File: config.mk
export PLATFORM = sky130hd
export DESIGN_NAME = freq_meas_ctrl_flat
export DESIGN_NICKNAME = d
export VERILOG_FILES = /design/src/rtl/freq_meas_ctrl_if.sv /design/src/rtl/freq_meas_ctrl.sv /design/src/flat_wrapper.sv
export SDC_FILE = /design/constraint.sdc
export NUM_CORES = 1
export LEC_CHECK = 0
export CORE_MARGIN = 5
export CORE_UTILIZATION = 30
export CTS_BUF_LIST = sky130_fd_sc_hd__clkbuf_2 sky130_fd_sc_hd__clkbuf_4 sky130_fd_sc_hd__clkbuf_8
export DETAILED_ROUTE_END_ITERATION = 16
export REMOVE_ABC_BUFFERS = 1
export SETUP_SLACK_MARGIN = 0.05
export SKIP_LAST_GASP = 1
export SLEW_MARGIN = 20
export SYNTH_ARGS = -nofsm -noshare
export SYNTH_HDL_FRONTEND = slang
export SYNTH_SLANG_ARGS = --single-unit
File: constraint.sdc
create_clock -name clk -period 3.25 [get_ports clk]
set_input_delay 0.325 -clock clk [delete_from_list [all_inputs] [get_ports clk]]
set_output_delay 0.325 -clock clk [all_outputs]
set_load 0.05 [all_outputs]
File: src/rtl/freq_meas_ctrl_if.sv
// Control and result bundle between the frequency-counter sequencer, its user and the divider bank.
// range_sel is present only when FMC_AUTORANGE_EN is undefined (manual range build).
interface freq_meas_ctrl_if #(
  parameter int CNT_W = 16,
  parameter int SEL_W = 3
);
  logic             start;
  logic             continuous;
  logic             edge_in;
`ifndef FMC_AUTORANGE_EN
  logic [SEL_W-1:0] range_sel;
`endif
  logic [SEL_W-1:0] div_sel;
  logic             div_rst;
  logic             busy;
  logic             result_valid;
  logic [CNT_W-1:0] result_count;
  logic [SEL_W-1:0] result_sel;
  logic             overflow;

  modport master (
`ifndef FMC_AUTORANGE_EN
    output range_sel,
`endif
    output start, continuous, edge_in,
    input  div_sel, div_rst, busy, result_valid, result_count, result_sel, overflow
  );

  modport slave (
`ifndef FMC_AUTORANGE_EN
    input  range_sel,
`endif
    input  start, continuous, edge_in,
    output div_sel, div_rst, busy, result_valid, result_count, result_sel, overflow
  );
endinterface

File: src/rtl/freq_meas_ctrl.sv
// Auto-ranging gate-window frequency counter sequencer driving an external 2^div_sel divider bank.
// Macro FMC_AUTORANGE_EN enables range stepping; otherwise the range comes from range_sel.
module freq_meas_ctrl #(
  parameter int GATE_CYCLES   = 1000,
  parameter int CNT_W         = 16,
  parameter int SEL_W         = 3,
  parameter int MAX_SEL       = 7,
  parameter int HI_THRESH     = 40000,
  parameter int LO_THRESH     = 10000,
  parameter int SETTLE_CYCLES = 8
) (
  input logic             clk,
  input logic             rst,
  freq_meas_ctrl_if.slave bus
);
  localparam int TMR_MAX = (GATE_CYCLES > SETTLE_CYCLES) ? GATE_CYCLES : SETTLE_CYCLES;
  localparam int TMR_W   = $clog2(TMR_MAX);
  localparam logic [TMR_W-1:0] GATE_LAST   = TMR_W'(GATE_CYCLES - 1);
  localparam logic [TMR_W-1:0] SETTLE_LAST = TMR_W'(SETTLE_CYCLES - 1);
  localparam logic [SEL_W-1:0] SEL_MAX     = SEL_W'(MAX_SEL);
  localparam logic [CNT_W-1:0] CNT_MAX     = '1;

  if (GATE_CYCLES < 2) begin : g_bad_gate
    $error("freq_meas_ctrl: GATE_CYCLES must be >= 2");
  end
  if (SETTLE_CYCLES < 1) begin : g_bad_settle
    $error("freq_meas_ctrl: SETTLE_CYCLES must be >= 1");
  end
  if (MAX_SEL > (2**SEL_W) - 1) begin : g_bad_max_sel
    $error("freq_meas_ctrl: MAX_SEL does not fit in SEL_W bits");
  end
  if (HI_THRESH <= 2 * LO_THRESH) begin : g_bad_thresh
    $error("freq_meas_ctrl: HI_THRESH must exceed 2*LO_THRESH");
  end

  typedef enum logic [2:0] {IDLE, SETTLE, GATE, EVAL, DONE} state_t;

  state_t           state, state_nxt;
  logic [TMR_W-1:0] tmr;
  logic [CNT_W-1:0] count;
  logic             sat;
  logic             sync1, sync2, prev, rise;
  logic [SEL_W-1:0] sel;
  logic             div_rst_q, res_valid_q, ovf_q;
  logic [CNT_W-1:0] res_count_q;
  logic [SEL_W-1:0] res_sel_q;
  logic             enter_settle, publish;

`ifdef FMC_AUTORANGE_EN
  localparam int BUDGET_W = $clog2(MAX_SEL + 2);
  localparam logic [BUDGET_W-1:0] BUDGET_INIT = BUDGET_W'(MAX_SEL + 1);

  logic [BUDGET_W-1:0] budget;
  logic                step_up, step_dn, rearm, hi, lo;

  // A saturated window is treated as "too fast" even if HI_THRESH exceeds the counter range.
  assign hi = (32'(count) >= 32'(HI_THRESH)) || sat;
  assign lo = 32'(count) < 32'(LO_THRESH);
`endif

  assign rise = sync2 & ~prev;

  always_ff @(posedge clk) begin
    if (!rst) state <= IDLE;
    else      state <= state_nxt;
  end

  always_comb begin
    state_nxt    = state;
    enter_settle = 1'b0;
    publish      = 1'b0;
`ifdef FMC_AUTORANGE_EN
    step_up      = 1'b0;
    step_dn      = 1'b0;
    rearm        = 1'b0;
`endif
    case (state)
      IDLE: begin
        if (bus.start) begin
          state_nxt    = SETTLE;
          enter_settle = 1'b1;
`ifdef FMC_AUTORANGE_EN
          rearm        = 1'b1;
`endif
        end
      end
      SETTLE: if (tmr == SETTLE_LAST) state_nxt = GATE;
      GATE:   if (tmr == GATE_LAST)   state_nxt = EVAL;
      EVAL: begin
`ifdef FMC_AUTORANGE_EN
        if (hi && sel < SEL_MAX && budget != '0) begin
          step_up      = 1'b1;
          enter_settle = 1'b1;
          state_nxt    = SETTLE;
        end else if (lo && sel != '0 && budget != '0) begin
          step_dn      = 1'b1;
          enter_settle = 1'b1;
          state_nxt    = SETTLE;
        end else begin
          publish   = 1'b1;
          state_nxt = DONE;
        end
`else
        publish   = 1'b1;
        state_nxt = DONE;
`endif
      end
      DONE: begin
        if (bus.continuous) begin
          state_nxt = GATE;
`ifdef FMC_AUTORANGE_EN
          rearm     = 1'b1;
`endif
        end else begin
          state_nxt = IDLE;
        end
      end
      default: state_nxt = IDLE;
    endcase
  end

  always_ff @(posedge clk) begin
    if (!rst) begin
      sync1       <= 1'b0;
      sync2       <= 1'b0;
      prev        <= 1'b0;
      tmr         <= '0;
      count       <= '0;
      sat         <= 1'b0;
      sel         <= '0;
      div_rst_q   <= 1'b0;
      res_valid_q <= 1'b0;
      res_count_q <= '0;
      res_sel_q   <= '0;
      ovf_q       <= 1'b0;
`ifdef FMC_AUTORANGE_EN
      budget      <= '0;
`endif
    end else begin
      sync1       <= bus.edge_in;
      sync2       <= sync1;
      prev        <= sync2;
      div_rst_q   <= enter_settle;
      res_valid_q <= publish;

      if (state_nxt != state)                  tmr <= '0;
      else if (state == SETTLE || state == GATE) tmr <= tmr + 1'b1;

      // DONE clears too so a back-to-back gate starts from zero without a settle phase.
      if (state == SETTLE || state == DONE) begin
        count <= '0;
        sat   <= 1'b0;
      end else if (state == GATE && rise) begin
        if (count == CNT_MAX) sat   <= 1'b1;
        else                  count <= count + 1'b1;
      end

      if (publish) begin
        res_count_q <= count;
        res_sel_q   <= sel;
        ovf_q       <= sat;
      end

`ifdef FMC_AUTORANGE_EN
      if (step_up)      sel <= sel + 1'b1;
      else if (step_dn) sel <= sel - 1'b1;

      if (rearm)                   budget <= BUDGET_INIT;
      else if (step_up || step_dn) budget <= budget - 1'b1;
`else
      if (enter_settle) sel <= (bus.range_sel > SEL_MAX) ? SEL_MAX : bus.range_sel;
`endif
    end
  end

  assign bus.div_sel      = sel;
  assign bus.div_rst      = div_rst_q;
  assign bus.busy         = (state != IDLE);
  assign bus.result_valid = res_valid_q;
  assign bus.result_count = res_count_q;
  assign bus.result_sel   = res_sel_q;
  assign bus.overflow     = ovf_q;
endmodule
File: src/flat_wrapper.sv
// flat-port wrapper written by rule: the top's interface ports become plain ports
module freq_meas_ctrl_flat 
#(
  parameter int GATE_CYCLES   = 1000,
  parameter int CNT_W         = 16,
  parameter int SEL_W         = 3,
  parameter int MAX_SEL       = 7,
  parameter int HI_THRESH     = 40000,
  parameter int LO_THRESH     = 10000,
  parameter int SETTLE_CYCLES = 8
)
  (clk, rst, bus_range_sel, bus_start, bus_continuous, bus_edge_in, bus_div_sel, bus_div_rst, bus_busy, bus_result_valid, bus_result_count, bus_result_sel, bus_overflow);
  freq_meas_ctrl_if #(.CNT_W(CNT_W), .SEL_W(SEL_W)) bus_i ();
  input logic clk;
  input logic rst;
  input wire logic [$bits(bus_i.range_sel)-1:0] bus_range_sel;
  input wire logic [$bits(bus_i.start)-1:0] bus_start;
  input wire logic [$bits(bus_i.continuous)-1:0] bus_continuous;
  input wire logic [$bits(bus_i.edge_in)-1:0] bus_edge_in;
  output wire logic [$bits(bus_i.div_sel)-1:0] bus_div_sel;
  output wire logic [$bits(bus_i.div_rst)-1:0] bus_div_rst;
  output wire logic [$bits(bus_i.busy)-1:0] bus_busy;
  output wire logic [$bits(bus_i.result_valid)-1:0] bus_result_valid;
  output wire logic [$bits(bus_i.result_count)-1:0] bus_result_count;
  output wire logic [$bits(bus_i.result_sel)-1:0] bus_result_sel;
  output wire logic [$bits(bus_i.overflow)-1:0] bus_overflow;
  assign bus_i.range_sel = bus_range_sel;
  assign bus_i.start = bus_start;
  assign bus_i.continuous = bus_continuous;
  assign bus_i.edge_in = bus_edge_in;
  assign bus_div_sel = bus_i.div_sel;
  assign bus_div_rst = bus_i.div_rst;
  assign bus_busy = bus_i.busy;
  assign bus_result_valid = bus_i.result_valid;
  assign bus_result_count = bus_i.result_count;
  assign bus_result_sel = bus_i.result_sel;
  assign bus_overflow = bus_i.overflow;
  freq_meas_ctrl #(.GATE_CYCLES(GATE_CYCLES), .CNT_W(CNT_W), .SEL_W(SEL_W), .MAX_SEL(MAX_SEL), .HI_THRESH(HI_THRESH), .LO_THRESH(LO_THRESH), .SETTLE_CYCLES(SETTLE_CYCLES)) u_core (.clk(clk), .rst(rst), .bus(bus_i));
endmodule
==> impl.org, run 1 <==
** Synthesis
- After Yosys synthesis, XOR and XNOR cells account for 3.51% of the synthesized area.
- Portion of netlist area occupied by mux cells :: 3.21%
- Among all flip-flop cells after synthesis, the most frequent one is dfxtp_1.
- Number of library cell types mapped by synthesis :: 47
- The synthesized design contains 0 enable-type register cells.
- Largest family of logic cells by synthesized area :: simple AND/OR/NAND/NOR gates
- Summing the areas of all compound-gate instances in the mapped netlist gives 18.5% of the synthesized area.
- Post-Synth Simple-Gate Area :: 24.4%
- Of the synthesized area, sequential elements account for 45.9%.
- Post-Syn Instances :: 258
- Syn. warnings :: 0
- Netlist area before placement :: 0.00253 mm2
- Asr flop ratio synth :: 0%
- Flip-flop and latch count after synthesis :: 58
- A synthesized cell averages 9.81 um2.
- Share of synthesized cell area in full adder, half adder and majority cells :: 0.989%

** Floorplan
- Chip height :: 102 um
- For this design the top-level I/O count stands at 34.
- The region available for standard cell placement spans 0.00822 mm2.
- Row count :: 33
- In this run the horizontal extent of the chip is 102 um.
- For this configuration, the core starts out at a cell density of 30.8%.
- Die footprint :: 0.0104 mm2

** Timing
- The number of slew-limit violations in the final report is 0.
- On the final layout, the worst hold slack is 0.434 ns.
- Setup slack on the critical path of the routed design comes to 0.777 ns.
- The number of endpoints with negative hold slack in the final report was 0.
- The clock arrives with 0.00958 ns of skew.
- The worst pin sits at a relative slew slack of 42.7%.
- At the pin with the least slew margin, the transition time is 0.859 ns.
- RSZ-0062 raised after global routing :: no
- Final setup violating endpoints :: 0
- Achievable Freq :: 404 MHz
- Period minus WS final :: 2.47 ns
- Setup tns final :: 0 ns
- The final critical path takes up 76.1% of the cycle.

** Worst setup path
- Largest delay contributor family on the critical path :: buffers and inverters
- Arr. time, crit path :: 2.15 ns
- CP Max Fanout :: 18
- CP max stage delay :: 0.82 ns
- The worst setup path is captured at an output port.
- Worst EP required :: 2.92 ns
- Counting both buffers and inverters, the worst setup path holds a total of 1.
- Worst setup SP type :: flip-flop
- The slowest stage of the critical path belongs to the cell clkdlybuf4s50_1.
- The critical path is of the reg -> out type.
- Cells along the critical path :: or3_2, clkdlybuf4s50_1

** Routing
- Dividing the detail-routed wire length by the instance count gives 13.8 um.
- After detailed routing, the total wire length is 5550 um.
- Signal routing reaches up to met4.
- Metal2 WL :: 2700 um
- Dividing the detail-routed via count by the number of cells gives 5.10.
- Met3 WL post-DR :: 231 um
- Routed length on met1 :: 2550 um
- DRC violations left :: 0
- Via count :: 2051
- Before antenna repair, the detailed router went through 4 iterations.
- For this block, the initial DRC count from the detailed router was 63.
- The detail route stage leaves a number of antenna-violating nets equal to 0.

** CTS
- CTS HTree Levels :: 3
- Number of clock buffers inserted by TritonCTS :: 9
- For this design, the CTS-stage hold fixing added 0 buffers.
- TritonCTS built the clock tree.
- The number of gates resized after CTS was 0.
- Clock transition at path regs :: 0.06 ns
- The later pin in the worst-skew pair is clocked with a latency of 0.34 ns.
- Setup Buffers After CTS :: 0
- Num Clock Sinks :: 58
- The tree is rooted in a clkbuf_8.
- Clock Tree Buf Depth :: 2

** Cells and area
- Highest-count cells in the layout ignoring fill and taps :: 58 x dfxtp_1, 33 x clkdlybuf4s50_1, 20 x a22o_1
- Synth-to-Final Area Change :: 25.2%
- Post-layout net count :: 302
- The number of antenna diodes in the final layout is 0.
- Leading cell type in the layout, fill and taps excluded :: dfxtp_1
- Fraction of layout instances using a drive strength above 1 :: 11.1%
- Registers take 0.00116 mm2.
- In the final layout, the multi-input gates occupy 0.00128 mm2.
- After routing the design area is 0.00317 mm2.
- Number of fill cells in the layout :: 824

** Placed design
- Buffers placed on the I/O ports in this run total 33.
- Worst Setup Slack post-DPL :: 0.898 ns
- Cell area after placement :: 0.00296 mm2
- After legalization and detailed placement, the total HPWL measured 3850 um.
- Routability-driven placement finished with a final weighted congestion of 0.800.

** Global routing
- Largest net degree at the start of global routing :: 22
- For this run, the total global-route usage over all layers was measured as 11.4%.
- Wire length of the first global-routing pass :: 9340 um
- Global routing finished with a remaining overflow of 0.
- Number of antenna violations at the first check in global routing :: 0
- The via count of the first global-routing pass came to 1977.

** Min path
- The min-delay analysis places its worst path in the category reg -> reg.

** Job
- Number of maximum-capacitance violations :: 0

** Power and ir drop
- In this run the power density over the cells is 472 mW/mm2.
- Cell leakage power :: 1.05 nW
- The worst-case IR drop observed on VDD is 180 uV.

** Outcome
- The run finished with clean final reports.
[area by class of cell]
class	count	share of cell area [%]
clock inverters	2	1.11
clock buffers	14	5.49
flip-flops and latches	58	36.7
well taps	105	4.15
repair buffers	38	11.6
multi-input cells	180	40.4
inverters	5	0.592
[metal layers]
metal	GRT usage, %	up-vias
li1	-	1056
met4	3.63	0
met5	0	-
met2	19.1	23
met1	13.4	963
met3	4.57	9
[synthesized netlist by cell type (3+ instances only)]
cell type	number	area [um2]
and3_1	5	31.3
nand2_1	11	41.3
nand2b_1	3	18.8
a22o_1	20	175
o21ai_0	8	40.0
inv_1	5	18.8
nand4_1	11	68.8
or4_1	8	60.1
and4_1	5	43.8
nand3_1	7	35.0
xnor2_1	6	52.6
nor3_1	14	70.1
a21oi_1	13	65.1
and2_1	5	31.3
o31ai_1	7	52.6
dfxtp_1	58	1160
clkbuf_1	11	41.3
nor2b_1	5	31.3
mux2i_1	7	70.1
o21a_1	3	22.5
or3_1	4	25.0
nor2_1	9	33.8
[stage by stage]
| stage | std cells | power, mW | util (%) |
|---|---|---|---|
| after floorplan | 243 | 0.789 | - |
| after global placement | 386 | 0.822 | 36.0 |
| after detailed placement | 386 | 0.823 | 36.0 |
| after CTS | 402 | 1.52 | 38.6 |
| after global routing | 402 | 1.55 | 38.6 |
| final | 402 | 1.49 | 38.6 |
[flip-flops by register name (all words and copies together) (netlist names), 3 cells and up]
| signal | cells |
|---|---|
| u_core.count | 16 |
| u_core.bus.div_sel | 3 |
| u_core.tmr | 10 |
| u_core.state | 3 |
| u_core.bus.result_sel | 3 |
| u_core.bus.result_count | 16 |
[cell families after synthesis]
| group | after synthesis |
|---|---|
| xor gates and xnor gates | 8 |
| muxes | 8 |
| adders and majority gates | 2 |
| AOI/OAI and AO/OA | 63 |
| and+or+nand+nor | 99 |
| buffers and inverters | 20 |
| DFF | 58 |
[path summary, 6_finish.rpt]
| path | start | to | slack, ns | cells past startpoint |
|---|---|---|---|---|
| worst min-delay path | u_core.sync1 | u_core.sync2 | 0.43 | 1 |
| worst max-delay path | u_core.state[2] | bus_busy | 0.78 | 2 |
| worst max register to register | u_core.state[1] | u_core.tmr[6] | 1.07 | 4 |
| worst min register to register | u_core.sync1 | u_core.sync2 | 0.43 | 1 |
[power by group]
group	switching, mW	internal (mW)	leakage (nW)
clock network	0.268	0.421	0.111
logic	0.0469	0.0339	0.470
registers	0.00750	0.718	0.469
No activity file was read; power rests on OpenSTA's default activity.
==> run 2: changes to the inputs <==
==> constraint.sdc (replaced) <==
create_clock -name clk -period 2.2 [get_ports clk]
set_input_delay 0.22 -clock clk [delete_from_list [all_inputs] [get_ports clk]]
set_output_delay 0.22 -clock clk [all_outputs]
set_load 0.05 [all_outputs]
==> run 2 against run 1 <==
Net effect:
- sequential share of layout area fell by 0.37 points
- setup slack got worse by 0.45 ns
- sequential power rose by 48%
- largest power group unchanged
- clock skew fell by 0.0019 ns
- power rose by 45%
- cell count rose by 1.5%
==> impl.org, run 2 (same netlist as run 1, synthesis figures left out) <==
** Outcome
- Outcome: completed (unchanged).

** Timing
- The worst hold slack was 0.440 ns (was 0.434 ns).
- RSZ-0062 raised after global routing: no (unchanged).
- The number of slew-limit violations in the final report was 0 (unchanged).
- The final clock skew came to 0.00764 ns (was 0.00958 ns).
- After layout, the minimum clock period comes to 1.87 ns.
- Fin. Hold Viols :: 0 (unchanged)
- Minimum setup slack in the final design :: 0.331 ns (was 0.777 ns)
- The final sum of negative setup slack came to 0 ns (unchanged).
- The final critical path takes up 84.9% of the cycle.
- Slew at the pin closest to its max-slew limit :: 0.506 ns (was 0.859 ns)
- Derived from the worst setup path, the maximum achievable clock frequency is 535 MHz.
- Rel. slew slack :: 66.2% (was 42.7%)
- Final setup violating endpoints :: 0 (unchanged)

** Floorplan
- Width of the chip :: 102 um (unchanged)
- Die footprint :: 0.0104 mm2 (unchanged)
- The number of placed I/O pins came to 34 (unchanged).
- The initial core utilization was 30.8% (unchanged).
- The die span in y was 102 um (unchanged).
- Core Area :: 0.00822 mm2 (unchanged)
- The number of cell rows was 33 (unchanged).

** Routing
- The number of remaining DRC errors came to 0 (unchanged).
- The count of antenna-violating nets left after detailed routing came to 0 (unchanged).
- Routed Wire Length :: 5550 um (about the same)
- Count of routing violations after the opening detailed-route iteration :: 94 (was 63)
- The detailed-route via count was 2140 (was 2051).
- The total iterations of the first detailed-routing run came to 4 (unchanged).
- The detail-routed net length per standard cell is 13.6 um (was 13.8 um).
- Average via count per standard cell :: 5.25 (was 5.10)

** Cells and area
- The final standard cell area without fillers came to 0.00320 mm2 (was 0.00317 mm2).
- Number of fill cells in the layout :: 813 (was 824)
- The multi-input gate area in the final layout was 0.00128 mm2 (unchanged).
- Highest-count cells in the layout ignoring fill and taps: 58 x dfxtp_1, 32 x clkdlybuf4s50_1, 20 x a22o_1 (was 58 x dfxtp_1, 33 x clkdlybuf4s50_1, 20 x a22o_1).
- The leading cell type in the layout, fill and taps excluded is dfxtp_1 (unchanged).
- The non-filler instance count after layout is 408 (was 402).
- Antenna diodes :: 0 (unchanged)
- Synth-to-Final Area Change :: 26.5% (was 25.2%)
- The area occupied by registers came to 0.00116 mm2 (unchanged).
- The fraction of layout instances using a drive strength above 1 is 13.2% (was 11.1%).
- Post-layout net count :: 308 (was 302)

** CTS
- Setup Buffers After CTS :: 0 (unchanged)
- The buffer type at the clock tree root was clkbuf_8 (unchanged).
- The post-cts hold buffer count is 0 (unchanged).
- The clock tree from TritonCTS was done (unchanged).
- The CTS clock-pin slew for the worst setup and hold paths was 0.06 ns (about the same).
- The total of cells resized after clock tree synthesis is 0 (unchanged).
- Number of clock buffers inserted by TritonCTS :: 9 (unchanged)
- The maximum level of the CTS H-tree came to 3 (unchanged).
- The clock latency of the later-clocked register in the worst-skew pair was 0.34 ns (about the same).
- Clock Tree Buf Depth :: 2 (unchanged)
- Num Clock Sinks :: 58 (unchanged)

** Placed design
- The pre-CTS setup slack was 0.369 ns (was 0.898 ns).
- The detailed placement HPWL came to 3960 um (was 3850 um).
- The count of port buffers added during placement is 33 (unchanged).
- Placer's final routability congestion estimate :: 0.808 (was 0.800)
- Cell area after placement :: 0.00300 mm2 (was 0.00296 mm2)
- The total placed cells including tap cells was 392 (was 386).

** Min path
- The cell depth of the worst hold path came to 1 (unchanged).
- The origin of the worst min-delay path was u_core.sync1 (unchanged).
- The worst hold path class is reg -> reg (unchanged).
- The endpoint of the worst hold-timing path is u_core.sync2 (unchanged).

** Worst setup path
- Kind of end point of the critical path :: output port (unchanged)
- CP Max Fanout :: 9 (was 18)
- Arr. time, crit path :: 1.65 ns (was 2.15 ns)
- Critical Setup Path Class :: reg -> out (unchanged)
- The critical register-to-register path endpoint is u_core.count[5] (was u_core.tmr[6]).
- The reg-to-reg critical path startpoint was u_core.state[1] (unchanged).
- CP max stage delay :: 0.48 ns (was 0.82 ns)
- R2R Setup Slk :: 0.35 ns (was 1.07 ns)
- CP Buf/Inv Count :: 2 (was 1)
- Slowest library cell on the worst path :: or3_2 (was clkdlybuf4s50_1)
- Worst setup SP type :: flip-flop (unchanged)
- Largest delay contributor family on the critical path :: simple AND/OR/NAND/NOR gates (was buffers and inverters)
- Cells along the critical path :: buf_4, or3_2, buf_4 (was or3_2, clkdlybuf4s50_1)
- Worst reg2reg path depth :: 4 (unchanged)
- Top cell by count, worst path :: buf_4
- Worst EP required :: 1.98 ns (was 2.92 ns)

** Global routing
- The total global routing overflow was 0 (unchanged).
- The aggregate global-route resource usage is 11.5% (was 11.4%).
- The wire length of the first global-routing pass was 9430 um (was 9340 um).
- Number of antenna violations at the first check in global routing :: 0 (unchanged)
- The via count of the first global-routing pass was 1953 (was 1977).
- Largest net degree at the start of global routing :: 21 (was 22)

** Power and ir drop
- Cell leakage power :: 1.08 nW (was 1.05 nW)
- The maximum resistive drop on vdd came to 301 uV (was 180 uV).
- Cell area power density :: 679 mW/mm2 (was 472 mW/mm2)

** Job
- Number of maximum-capacitance violations :: 0 (unchanged)
[run 2: layout make-up]
cell class | instances | share of cell area (%)
Clock inverter | 5 | 1.68
Tap cell | 105 | 4.10
Clock buffer | 11 | 4.53
Multi-Input combinational cell | 180 | 40.0
Inverter | 5 | 0.586
Timing Repair Buffer | 44 | 12.8
Sequential cell | 58 | 36.3
[run 2: worst max-delay path by stage]
stage / startpoint / endpoint / slack [ns] / cells past startpoint
6_report: u_core.state[1] / bus_busy / 0.33 / 3
5_1_grt: u_core.state[1] / u_core.count[4] / 0.19 / 4
4_1_cts: u_core.state[1] / bus_busy / 0.28 / 3
3_5_place_dp: u_core.state[1] / u_core.tmr[7] / 0.37 / 4
3_3_place_gp: u_core.state[1] / u_core.tmr[7] / 0.40 / 4
2_1_floorplan: u_core.state[0] / u_core.bus.overflow / -0.08 / 4
[run 2: where the power goes]
group | leakage [nW] | internal (mW) | switching [mW]
registers | 0.469 | 1.06 | 0.00860
logic | 0.503 | 0.0541 | 0.0723
clock network | 0.106 | 0.562 | 0.417
[run 2: metal layers]
| metal | part of all wire, % | up-vias | track usage (%) |
|---|---|---|---|
| met5 | 0 | - | 0 |
| met4 | 0.97 | 0 | 3.23 |
| met3 | 6.3 | 8 | 4.98 |
| met2 | 49 | 57 | 18.5 |
| met1 | 44 | 1002 | 14.2 |
| li1 | - | 1073 | - |
[run 2: metrics by stage]
| step | total power [mW] | utilization [%] |
|---|---|---|
| finish | 2.17 | 39.0 |
| global placement | 1.22 | 36.5 |
| detailed placement | 1.22 | 36.5 |
| floorplan | 1.17 | - |
| CTS | 2.21 | 39.0 |
| global route | 2.27 | 39.0 |
==> run 3: changes to the inputs <==
==> constraint.sdc (replaced) <==
create_clock -name clk -period 1.95 [get_ports clk]
set_input_delay 0.195 -clock clk [delete_from_list [all_inputs] [get_ports clk]]
set_output_delay 0.195 -clock clk [all_outputs]
set_load 0.05 [all_outputs]
==> run 3 against run 2 <==
Net effect:
- largest power group unchanged
- sequential share of layout area barely moved
- critical endpoint unchanged
- via count down 1.9%
- non-clock buffer count increased by 3
- critical path type unchanged
- design area about the same
==> impl.org, run 3 (same netlist as run 1, synthesis figures left out) <==
** Power and ir drop
- The internal power component was 1.80 mW (was 1.68 mW).
- The maximum resistive drop on vdd was 331 uV (was 301 uV).
- The leakage component of the power was 1.07 nW (was 1.08 nW).
- The fraction of power consumed by sequential logic was 52.1% (was 49.2%).
- Comb power frac :: 6.3% (was 5.8%)
- The clock share of power is 41.6% (was 45.0%).
- The post-layout total power is 2.31 mW (was 2.17 mW).
- The ratio of total power to cell area was 723 mW/mm2 (was 679 mW/mm2).
- The net switching fraction of the power was 22.3% (was 22.9%).
- Switching Power :: 0.516 mW (was 0.498 mW)

** Cells and area
- Fraction of layout instances using a drive strength above 1 :: 14.1% (was 13.2%)
- Number of fill cells in the layout :: 817 (was 813)
- The leading cell type in the layout, fill and taps excluded is dfxtp_1 (unchanged).
- Highest-count cells in the layout ignoring fill and taps: 58 x dfxtp_1, 32 x clkdlybuf4s50_1, 20 x a22o_1 (unchanged).
- Synth-to-Final Area Change :: 26.6% (was 26.5%)
- The final net count is 311 (was 308).
- The non-filler instance count after layout came to 409 (was 408).
- Antenna diodes :: 0 (unchanged)

** Worst setup path
- CP Max Fanout :: 8 (was 9)
- Cells along the critical path: buf_4, or3_2, buf_4 (unchanged).
- Worst setup SP type :: flip-flop (unchanged)
- The cell type with the highest occurrence count on the critical path is buf_4 (unchanged).
- CP max stage delay :: 0.50 ns (was 0.48 ns)
- The critical setup path kind is reg -> out (unchanged).
- Kind of end point of the critical path :: output port (unchanged)
- The number of cells on the worst reg-to-reg path is 4 (unchanged).
- Slowest library cell on the worst path :: or3_2 (unchanged)
- Arr. time, crit path :: 1.60 ns (was 1.65 ns)
- Worst EP required :: 1.75 ns (was 1.98 ns)

** Floorplan
- Width of the chip :: 102 um (unchanged)
- Count of boundary I/O pins :: 34 (unchanged)
- Core Area :: 0.00822 mm2 (unchanged)
- Row count :: 33 (unchanged)
- The overall die area came to 0.0104 mm2 (unchanged).
- The die span in y was 102 um (unchanged).
- The initial core utilization was 30.8% (unchanged).

** Timing
- Setup Skew :: 0.00455 ns (was 0.00764 ns)
- Period minus WS final :: 1.80 ns
- The number of slew-limit violations in the final report came to 0 (unchanged).
- The worst-case headroom to the max-slew limit is 66.3% (was 66.2%).
- Final setup violating endpoints :: 0 (unchanged)
- RSZ-0062 raised after global routing: yes (was no).
- The slew at the pin with the worst max-slew slack is 0.504 ns (was 0.506 ns).
- Timing would allow up to 556 MHz.
- Minimum setup slack in the final design :: 0.153 ns (was 0.331 ns)
- The number of endpoints with negative hold slack in the final report came to 0 (unchanged).
- Final-layout worst hold slack :: 0.437 ns (was 0.440 ns)
- Final worst path period share :: 92.2%

** Outcome
- Outcome: completed (unchanged).

** Routing
- The total iterations of the first detailed-routing run was 4 (unchanged).
- Routed Wire Length :: 5600 um (was 5550 um)
- The number of remaining DRC errors is 0 (unchanged).
- Count of routing violations after the opening detailed-route iteration :: 65 (was 94)
- Via count :: 2099 (was 2140)
- The detail-routed net length per standard cell was 13.7 um (was 13.6 um).
- Post-route ant nets :: 0 (unchanged)
- The number of vias per cell after detailed routing is 5.13 (was 5.25).

** Global routing
- Number of antenna violations at the first check in global routing :: 0 (unchanged)
- The busiest layer in global routing is met2 (unchanged).
- The total global routing overflow came to 0 (unchanged).
- The met2 usage was 18.8% (was 18.5%).
- The wire length of the first global-routing pass was 9370 um (was 9430 um).
- Overall track demand over capacity in global routing :: 11.3% (was 11.5%)
- The pin count of the biggest net entering global routing is 21 (unchanged).
- Met3 Resource Use GR :: 4.30% (was 4.98%)
- The via count of the first global-routing pass was 1972 (was 1953).
- Global routing met1 resource utilization :: 13.9% (was 14.2%)

** CTS
- The clock latency of the later-clocked register in the worst-skew pair is 0.34 ns (about the same).
- The maximum level of the CTS H-tree was 3 (unchanged).
- Setup Buffers After CTS :: 0 (unchanged)
- Number of clock buffers inserted by TritonCTS :: 9 (unchanged)
- Clock Tree Buf Depth :: 2 (unchanged)
- The clock tree from TritonCTS was done (unchanged).
- Number of instances resized during post-cts repair :: 0 (unchanged)
- Clock tree root buffer cell :: clkbuf_8 (unchanged)
- The post-cts hold buffer count came to 0 (unchanged).
- The CTS clock-pin slew for the worst setup and hold paths is 0.06 ns (about the same).
- Num Clock Sinks :: 58 (unchanged)

** Job
- Number of maximum-capacitance violations :: 0 (unchanged)

** Placed design
- HPWL after detailed placement :: 3970 um (was 3960 um)
- Port-buffer cells :: 33 (unchanged)
- Placer's final routability congestion estimate :: 0.789 (was 0.808)
- The total placed cells including tap cells was 395 (was 392).
- Worst Setup Slack post-DPL :: 0.145 ns (was 0.369 ns)

** Min path
- Class of the most critical hold timing path :: in -> reg (was reg -> reg)
- The cell depth of the worst hold path came to 2 (was 1).
## run 3: final cells by class
cell class | instances | area [um2] | area share [%]
Multi-Input combinational cell | 180 | 1290 | 40.2
Inverter | 5 | 22.5 | 0.703
Timing Repair Buffer | 47 | 433 | 13.5
Tap cell | 105 | 131 | 4.10
Sequential cell | 58 | 1160 | 36.3
Clock buffer | 14 | 168 | 5.24
## run 3: worst paths after layout
path                   startpoint            end  slack, ns
setup / recovery  u_core.state[0]       bus_busy       0.15
hold reg to reg      u_core.sync1   u_core.sync2       0.44
setup reg to reg  u_core.state[1]  u_core.tmr[7]       0.17
hold / removal        bus_edge_in   u_core.sync1       0.44
## run 3: metal layers
layer / vias to the layer above / routed length, um
li1: 1072 / -
met1: 982 / 2580
met2: 37 / 2680
met3: 8 / 284
met4: 0 / 59
met5: - / 0
## run 3: power groups by stage
stage	clock (mW)	sequential, mW	combinational (mW)
finish	0.962	1.21	0.145
global route	1.04	1.21	0.159
CTS	0.992	1.21	0.145
detailed placement	0	1.23	0.144
global placement	0	1.23	0.144
floorplan	0	1.25	0.0658
## run 3: stage by stage
stage / utilization (%) / setup TNS, ns / instance area, um2
5_1_grt: 39.0 / 0 / 3200
3_3_place_gp: 36.8 / 0 / 3020
3_5_place_dp: 36.8 / 0 / 3020
4_1_cts: 38.8 / 0 / 3190
2_1_floorplan: - / -6.63 / 2460
6_report: 39.0 / 0 / 3200
## run 3: worst max-delay path, delay by kind of cell (launching register included)
family                 cells  cell delay (ns)
AND/OR/NAND/NOR            1             0.50
buffers and inverters      2             0.41
flip-flops                 1             0.36
